[src/rtl/arb_pkg.sv]
// Shared types and helpers for the packet-locked round-robin arbiter.
// Supports up to OH_MAX requesters.
package arb_pkg;

    typedef enum logic {ARB_IDLE, ARB_BUSY} arb_state_e;

    localparam int QUOTA_W = 4;
    localparam int OH_MAX  = 32;
    localparam int IDX_MAX = 5;

    function automatic logic [IDX_MAX-1:0] onehot2bin(input logic [OH_MAX-1:0] oh);
        logic [IDX_MAX-1:0] idx;
        idx = '0;
        for (int i = 0; i < OH_MAX; i++) begin
            if (oh[i]) idx = idx | IDX_MAX'(i);
        end
        return idx;
    endfunction

endpackage

[src/rtl/arb_rr_pick.sv]
// Combinational lowest-index pick: masked candidates first, else any valid.
module arb_rr_pick
    import arb_pkg::*;
#(
    parameter int WIDTH = 4,
    parameter int IW    = $clog2(WIDTH)
) (
    input  logic [WIDTH-1:0] vld,
    input  logic [WIDTH-1:0] mask,
    output logic [WIDTH-1:0] win_oh,
    output logic [IW-1:0]    win_idx,
    output logic             any
);

    logic [WIDTH-1:0]  cand;
    logic [WIDTH-1:0]  pre_c;
    logic [WIDTH-1:0]  pre_v;
    logic [WIDTH-1:0]  win_c;
    logic [WIDTH-1:0]  win_v;
    logic [OH_MAX-1:0] oh_ext;

    always_comb begin
        cand  = vld & mask;
        pre_c = '0;
        pre_v = '0;
        // pre_x[i] is set when any lower index is asserted
        for (int i = 1; i < WIDTH; i++) begin
            pre_c[i] = pre_c[i-1] | cand[i-1];
            pre_v[i] = pre_v[i-1] | vld[i-1];
        end
        win_c   = cand & ~pre_c;
        win_v   = vld & ~pre_v;
        win_oh  = (|cand) ? win_c : win_v;
        any     = |vld;
        oh_ext  = '0;
        oh_ext[WIDTH-1:0] = win_oh;
        win_idx = IW'(onehot2bin(oh_ext));
    end

endmodule

[src/rtl/arb_rr_pkt.sv]
// Packet-locked round-robin arbiter/mux; grant rotates only after an owner's last beat.
// Optional per-requester packet quota enabled with ARB_RR_PKT_QUOTA_EN.
module arb_rr_pkt
    import arb_pkg::*;
#(
    parameter int WIDTH = 4,
    parameter int DW    = 32,
    parameter int IW    = $clog2(WIDTH)
) (
    input  logic                  clk,
    input  logic                  rst_n,
`ifdef ARB_RR_PKT_QUOTA_EN
    input  logic [WIDTH*QUOTA_W-1:0] quota,
`endif
    input  logic [WIDTH-1:0]      req_vld,
    input  logic [WIDTH-1:0]      req_last,
    input  logic [WIDTH*DW-1:0]   req_data,
    output logic [WIDTH-1:0]      req_rdy,
    output logic                  out_vld,
    output logic                  out_last,
    output logic [DW-1:0]         out_data,
    input  logic                  out_rdy,
    output logic [WIDTH-1:0]      grant_oh,
    output logic [IW-1:0]         grant_idx,
    output logic                  busy
);

    arb_state_e       state_q, state_d;
    logic [WIDTH-1:0] grant_oh_q, grant_oh_d;
    logic [IW-1:0]    grant_idx_q, grant_idx_d;
    logic [WIDTH-1:0] mask_q, mask_d;
    logic [WIDTH-1:0] pick_mask;
    logic [WIDTH-1:0] above_g;
    logic [WIDTH-1:0] from_g;
    logic [WIDTH-1:0] win_oh;
    logic [IW-1:0]    win_idx;
    logic             win_any;
    logic             last_hs;
    logic             advance;

    arb_rr_pick #(.WIDTH(WIDTH), .IW(IW)) u_pick (
        .vld     (req_vld),
        .mask    (pick_mask),
        .win_oh  (win_oh),
        .win_idx (win_idx),
        .any     (win_any)
    );

    // Datapath: the owner's stream is routed straight through while BUSY
    always_comb begin
        out_vld  = 1'b0;
        out_last = 1'b0;
        out_data = '0;
        req_rdy  = '0;
        if (state_q == ARB_BUSY) begin
            out_vld  = req_vld[grant_idx_q];
            out_last = req_last[grant_idx_q];
            out_data = req_data[grant_idx_q*DW +: DW];
            req_rdy  = grant_oh_q & {WIDTH{out_rdy}};
        end
    end

    assign last_hs = (state_q == ARB_BUSY) & out_vld & out_rdy & out_last;

    always_comb begin
        above_g = '0;
        from_g  = '0;
        for (int i = 0; i < WIDTH; i++) begin
            above_g[i] = (grant_idx_q <  IW'(i));
            from_g[i]  = (grant_idx_q <= IW'(i));
        end
    end

`ifdef ARB_RR_PKT_QUOTA_EN
    logic [QUOTA_W-1:0] cnt_q, cnt_d;
    logic [QUOTA_W-1:0] q_raw;
    logic [QUOTA_W-1:0] q_eff;

    always_comb begin
        q_raw   = quota[grant_idx_q*QUOTA_W +: QUOTA_W];
        q_eff   = (q_raw == '0) ? QUOTA_W'(1) : q_raw;
        advance = (({1'b0, cnt_q} + 5'd1) >= {1'b0, q_eff}) | ~req_vld[grant_idx_q];
    end

    // Counts consecutive packets of the current owner; any owner change restarts it
    always_comb begin
        cnt_d = cnt_q;
        if (state_q == ARB_IDLE) begin
            cnt_d = '0;
        end else if (last_hs) begin
            if (advance || !win_any || (win_idx != grant_idx_q))
                cnt_d = '0;
            else
                cnt_d = cnt_q + QUOTA_W'(1);
        end
    end

    always_ff @(posedge clk or negedge rst_n) begin
        if (!rst_n) cnt_q <= '0;
        else        cnt_q <= cnt_d;
    end
`else
    assign advance = 1'b1;
`endif

    // A held owner keeps itself as lowest candidate; otherwise priority moves past it
    always_comb begin
        pick_mask = mask_q;
        if (state_q == ARB_BUSY) pick_mask = advance ? above_g : from_g;
    end

    always_comb begin
        state_d     = state_q;
        grant_oh_d  = grant_oh_q;
        grant_idx_d = grant_idx_q;
        mask_d      = mask_q;
        case (state_q)
            ARB_IDLE: begin
                if (win_any) begin
                    state_d     = ARB_BUSY;
                    grant_oh_d  = win_oh;
                    grant_idx_d = win_idx;
                end
            end
            ARB_BUSY: begin
                if (last_hs) begin
                    mask_d = pick_mask;
                    if (win_any) begin
                        grant_oh_d  = win_oh;
                        grant_idx_d = win_idx;
                    end else begin
                        state_d     = ARB_IDLE;
                        grant_oh_d  = '0;
                        grant_idx_d = '0;
                    end
                end
            end
            default: begin
                state_d     = ARB_IDLE;
                grant_oh_d  = '0;
                grant_idx_d = '0;
            end
        endcase
    end

    always_ff @(posedge clk or negedge rst_n) begin
        if (!rst_n) begin
            state_q     <= ARB_IDLE;
            grant_oh_q  <= '0;
            grant_idx_q <= '0;
            mask_q      <= '1;
        end else begin
            state_q     <= state_d;
            grant_oh_q  <= grant_oh_d;
            grant_idx_q <= grant_idx_d;
            mask_q      <= mask_d;
        end
    end

    assign grant_oh  = grant_oh_q;
    assign grant_idx = grant_idx_q;
    assign busy      = (state_q == ARB_BUSY);

endmodule
[config.mk]
export PLATFORM = sky130hd
export DESIGN_NAME = arb_rr_pkt
export DESIGN_NICKNAME = d
export VERILOG_FILES = /design/src/rtl/arb_pkg.sv /design/src/rtl/arb_rr_pick.sv /design/src/rtl/arb_rr_pkt.sv
export SDC_FILE = /design/constraint.sdc
export NUM_CORES = 1
export LEC_CHECK = 0
export CORE_AREA = 2 2 66 100
export DETAILED_ROUTE_END_ITERATION = 10
export DIE_AREA = 0 0 68 102
export PLACE_DENSITY = 0.81
export SLEW_MARGIN = 15
export SYNTH_ARGS = -nofsm -noshare
export SYNTH_HDL_FRONTEND = slang
export SYNTH_SLANG_ARGS = --single-unit
[constraint.sdc]
create_clock -name clk -period 2.4 [get_ports clk]
set_input_delay 0.48 -clock clk [delete_from_list [all_inputs] [get_ports clk]]
set_output_delay 0.48 -clock clk [all_outputs]
set_load 0.02 [all_outputs]
After elaboration in Yosys (flattened, before gate mapping):

Index checks and enable logic that the tools add are counted.

* register bits after elaboration: 11
* bits in latches: 0
* bits in writable memories: 0
* bits in read-only memories: 0
* input bits: 139
* memories kept: 0

* $add $sub $neg: 0
* multiply operators: 0
* divide/modulo/power cells: 0
* $lt $le $gt $ge: 5
* eq/ne operators: 2
* shift operators: 1
* muxes and demuxes: 24
* bitwise gates (word level): 14
* reductions and logical operators: 4

Operators by type and width (number)
* $shiftx 128x8->32: 1
* $mux 32: 1
* $mux 4: 6
* $and 4x4->4: 4
* $mux 2: 5
* $not 4->4: 2
* $pmux 4 s2: 1
* $reduce_or 4->1: 2
* $mux 1: 7
* $bmux 1 s2: 2
* $lt 2x1->1 const B: 2
* $lt 2x2->1 const B: 2
* $ne 2x1->1 const B: 2
* $or 1x1->1: 4
* $pmux 2 s2: 1
* $reduce_and 2->1: 2
* $and 1x1->1: 3
* $lt 2x3->1 const B: 1
* $pmux 1 s2: 1
* $not 1->1: 1

Depth between registers and ports, before layout:

* depth after elaboration: 14
* gate-level depth with buffers: 6
* depth with buffers taken out: 5

Hierarchy:

From an unflattened synthesis, not the netlist that was laid out.

* cell total of the unflattened synthesis: 165
* area total of the unflattened synthesis: 1776.7 µm²

Modules (own cells, without submodules)
* arb_rr_pkt: instances 1, cells an instance 137, area an instance 1616.6 µm², sequential area each 280.3 µm²
* arb_rr_pick: instances 1, cells an instance 28, area an instance 160.2 µm², sequential area each 0.0 µm²

Least setup slack after synthesis:

OpenSTA, ideal clock, no wires.

* kind: reg2out
* start: register grant_idx_q[0], in the netlist grant_idx[0]
* end: output out_data[26]
* data arrival time: 1774 ps
* data required time: 1920 ps
* path slack: 146 ps
* cell stages (with the launch flop): 6
* buffers on the path: 3
* cells stage by stage: dfrtp_1 buf_6 buf_4 buf_2 mux4_2 and2_1

* word-level cells in the longest chain between the ends: 2

RTL lines
* start: declaration: line arb_rr_pkt.sv:30 `logic [IW-1:0] grant_idx_q, grant_idx_d;`
* start signal: assignment: line arb_rr_pkt.sv:155 `grant_idx_q <= grant_idx_d;`
* $shiftx 128x8->32: line arb_rr_pkt.sv:58 `out_data = req_data[grant_idx_q*DW +: DW];`
* $mux 32: line arb_rr_pkt.sv:55 `if (state_q == ARB_BUSY) begin`
* end: declaration: line arb_rr_pkt.sv:21 `output logic [DW-1:0] out_data,`

No other way between the ends.

Worst setup path after layout:

* start: register grant_idx_q[0], in the netlist grant_idx[0]
* end: output out_data[17]

Same word-level chain as after synthesis.

==> impl_metrics.py <==
metrics = {
    "outcome": {
        "outcome": "finished, final reports clean",
    },
    "place": {
        "place_hpwl_mm": 6.61,
        "place.gp.congestion": 0.910,
        "numPortBuffers": 183,
        "dp_slack_ns": -0.164,
    },
    "grt": {
        "grt_overflow": 0,
        "grt_use_total": 0.211,
        "grt_max_degree": 28,
        "grt_pass1_wl_mm": 10.9,
        "antenna_found_initial": 0,
        "grt_pass1_vias": 2263,
    },
    "clock_network": {
        "cts.sinks": 11,
        "cts_tree": "built",
        "clk_pin_slew_ns": 0.05,
        "cts_buffer_depth": 2,
        "htree_levels": 1,
        "postCtsHoldBufs": 0,
        "clk_latency_ns": 0.25,
        "clock-root-buffer": "clkbuf_8",
        "cts_buffers": 3,
    },
    "critical_path": {
        "critPathTopFamily": "buffers and inverters",
        "critPathMaxFanout": 22,
        "crit_slowest_cell": "mux4_2",
        "required_ns": 1.92,
        "cp-end-kind": "primary output",
        "worstReg2RegStart": "busy",
        "cp.arrival_ns": 1.87,
        "worst_setup_path_start_kind": "register",
        "crit_type": "register to primary output",
        "path_buf_inv": 2,
        "critPathLaunch": "grant_idx[0]",
        "cp_slowest_stage_delay_ns": 0.51,
        "path_cells": "buf_12, mux4_2, and2_1, clkdlybuf4s15_1",
    },
    "sta": {
        "final-max-slew-violation-count": 0,
        "fin_crit_ns": 2.35,
        "rsz0062_at_grt": "yes",
        "final-setup-viol-count": 0,
        "finalCritPeriodShare": 0.980,
        "setup_slack_ns": 0.0487,
        "max_freq_ghz": 0.425,
        "worstMarginPinSlew_ns": 0.667,
        "finalClockSkew_ns": 0.00322,
        "hold_viol_final": 0,
        "slew_headroom": 0.550,
    },
    "logic_synthesis": {
        "netlist_area_um2": 1720,
        "synth_top_area_frac": 0.431,
        "synth_edf_count": 0,
        "synth_top_area_cell": "mux4_2",
        "avgSynthCellArea_um2": 11.4,
        "synth_fp_nets": 290,
        "synth_flop_cell": "dfrtp_1",
        "synth_area_leaders": "mux4_2, and2_1, dfrtp_1",
        "yosys_register_bits": 11,
        "ys_warn_count": 0,
        "seq_area_frac_synth": 0.163,
        "yosys-top-cells-count": "and2_1, mux4_2, dfrtp_1",
        "synthCells": 151,
        "synth_cell_types": 38,
        "async_flop_share": 1.00,
    },
    "cells_and_area": {
        "layout-drive-gt1-share": 0.233,
        "fillCellCount": 537,
        "fin_nets": 483,
        "fin_util": 0.618,
        "diodes": 0,
        "area_growth_pct": 117,
        "multi_input_area_um2": 1340,
        "seqCellArea_um2": 283,
    },
    "routing": {
        "drt_wl_total_mm": 7.80,
        "route.vias.total": 2227,
        "drtPass1Iterations": 4,
        "drt_drc_violations_left": 0,
        "first_iter_violations": 84,
        "ant_nets": 0,
        "viasPerCell": 5.34,
        "routedWlPerCell_um": 18.7,
    },
    "power_and_ir_drop": {
        "power.leakage_nw": 1.48,
        "vdd_drop_max_v": 0.000745,
        "power_density_nw_per_um2": 927,
    },
    "worst_hold_path": {
        "hold_path_class": "register to register",
        "hp-start": "mask_q[2]",
    },
    "floorplanning": {
        "die_h_um": 102,
        "start_util": 0.285,
        "die_area_um2": 6940,
        "core_um2": 6040,
        "io_pins": 184,
        "rows": 35,
        "die_w_um": 68,
    },
    "job": {
        "cap_violations": 0,
    },
}
## cell type report
cell class	instances	area share
timing repair buffer	202	0.521
multi-input combinational	119	0.359
sequential	11	0.0758
inverter	7	0.00704
clock buffer	4	0.0121
tap	74	0.0248
## report_power, final
| group | leakage [nW] | internal [W] | switching (W) | total [W] |
|---|---|---|---|---|
| clock network | 0.0228 | 0.000118 | 0.0000822 | 0.000200 |
| logic | 1.34 | 0.00156 | 0.00136 | 0.00292 |
| registers | 0.123 | 0.000276 | 0.0000631 | 0.000339 |
## placed cells by master, fill, tap and decap left out, types with 4 or more instances in the layout
cell	Yosys	routed
dfrtp_1	7	5
nor3_1	4	4
clkdlybuf4s50_1	0	147
a31oi_1	5	5
nor2_1	4	4
buf_4	3	15
and2_1	33	33
mux4_2	33	33
dfstp_2	4	4
clkbuf_2	0	10
mux2i_1	4	4
dlygate4sd2_1	0	14
clkdlybuf4s15_1	0	10
inv_1	6	6
## metrics by stage
stage | hold slack (ns) | instance area, µm² | total power (W) | TNS (ns) | instances
floorplan | 0.184 | 1720 | 0.00218 | 0 | 151
global placement | 0.491 | 3740 | 0.00349 | -3.74 | 413
detailed placement | 0.494 | 3740 | 0.00353 | -4.26 | 413
CTS | 0.502 | 3750 | 0.00350 | -0.160 | 417
global route | 0.532 | 3730 | 0.00368 | -0.0482 | 417
finish | 0.505 | 3730 | 0.00346 | 0 | 417
## metal layers
layer	wire (µm)	vias to the layer above	track usage
met5	0	-	0
met4	232	0	0.0738
met2	4140	147	0.394
met1	2480	1075	0.211
li1	-	986	-
met3	959	19	0.0683
## state kept, by name (all words and copies together) (netlist names)
signal	flops
grant_idx	2
mask_q	4
grant_oh	4
busy	1
## worst paths after layout
kind                                 to  slack [ns]  cells past startpoint
hold reg to reg               mask_q[2]        0.51                      2
max in group asynchronous  grant_idx[1]        1.46                      1
hold / removal                mask_q[2]        0.51                      2
setup reg to reg           grant_idx[0]        0.41                      5
min in group asynchronous   grant_oh[2]        0.57                      1
setup / recovery           out_data[17]        0.05                      4
## worst min-delay path, delay by kind of cell (launching register included)
| family | cells | cell delay, ns |
|---|---|---|
| AOI/OAI and AO/OA | 2 | 0.13 |
| DFF | 1 | 0.37 |
## cells by family (layout without fill, tap and decap cells)
logic type,after synthesis,count (layout),synth area share
compound gates,23,23,0.106
simple gates,56,56,0.194
buf+inv,21,213,0.0588
mux,40,40,0.479
flops,11,11,0.163
## what timing repair did
item	4_1_cts	5_1_grt
pin swaps	0	0
buffers inserted	0	0
resized for setup	35	33
endpoints found under the setup margin	35	26
hold endpoints to repair	0	0
No activity file was read; power rests on OpenSTA's default activity.
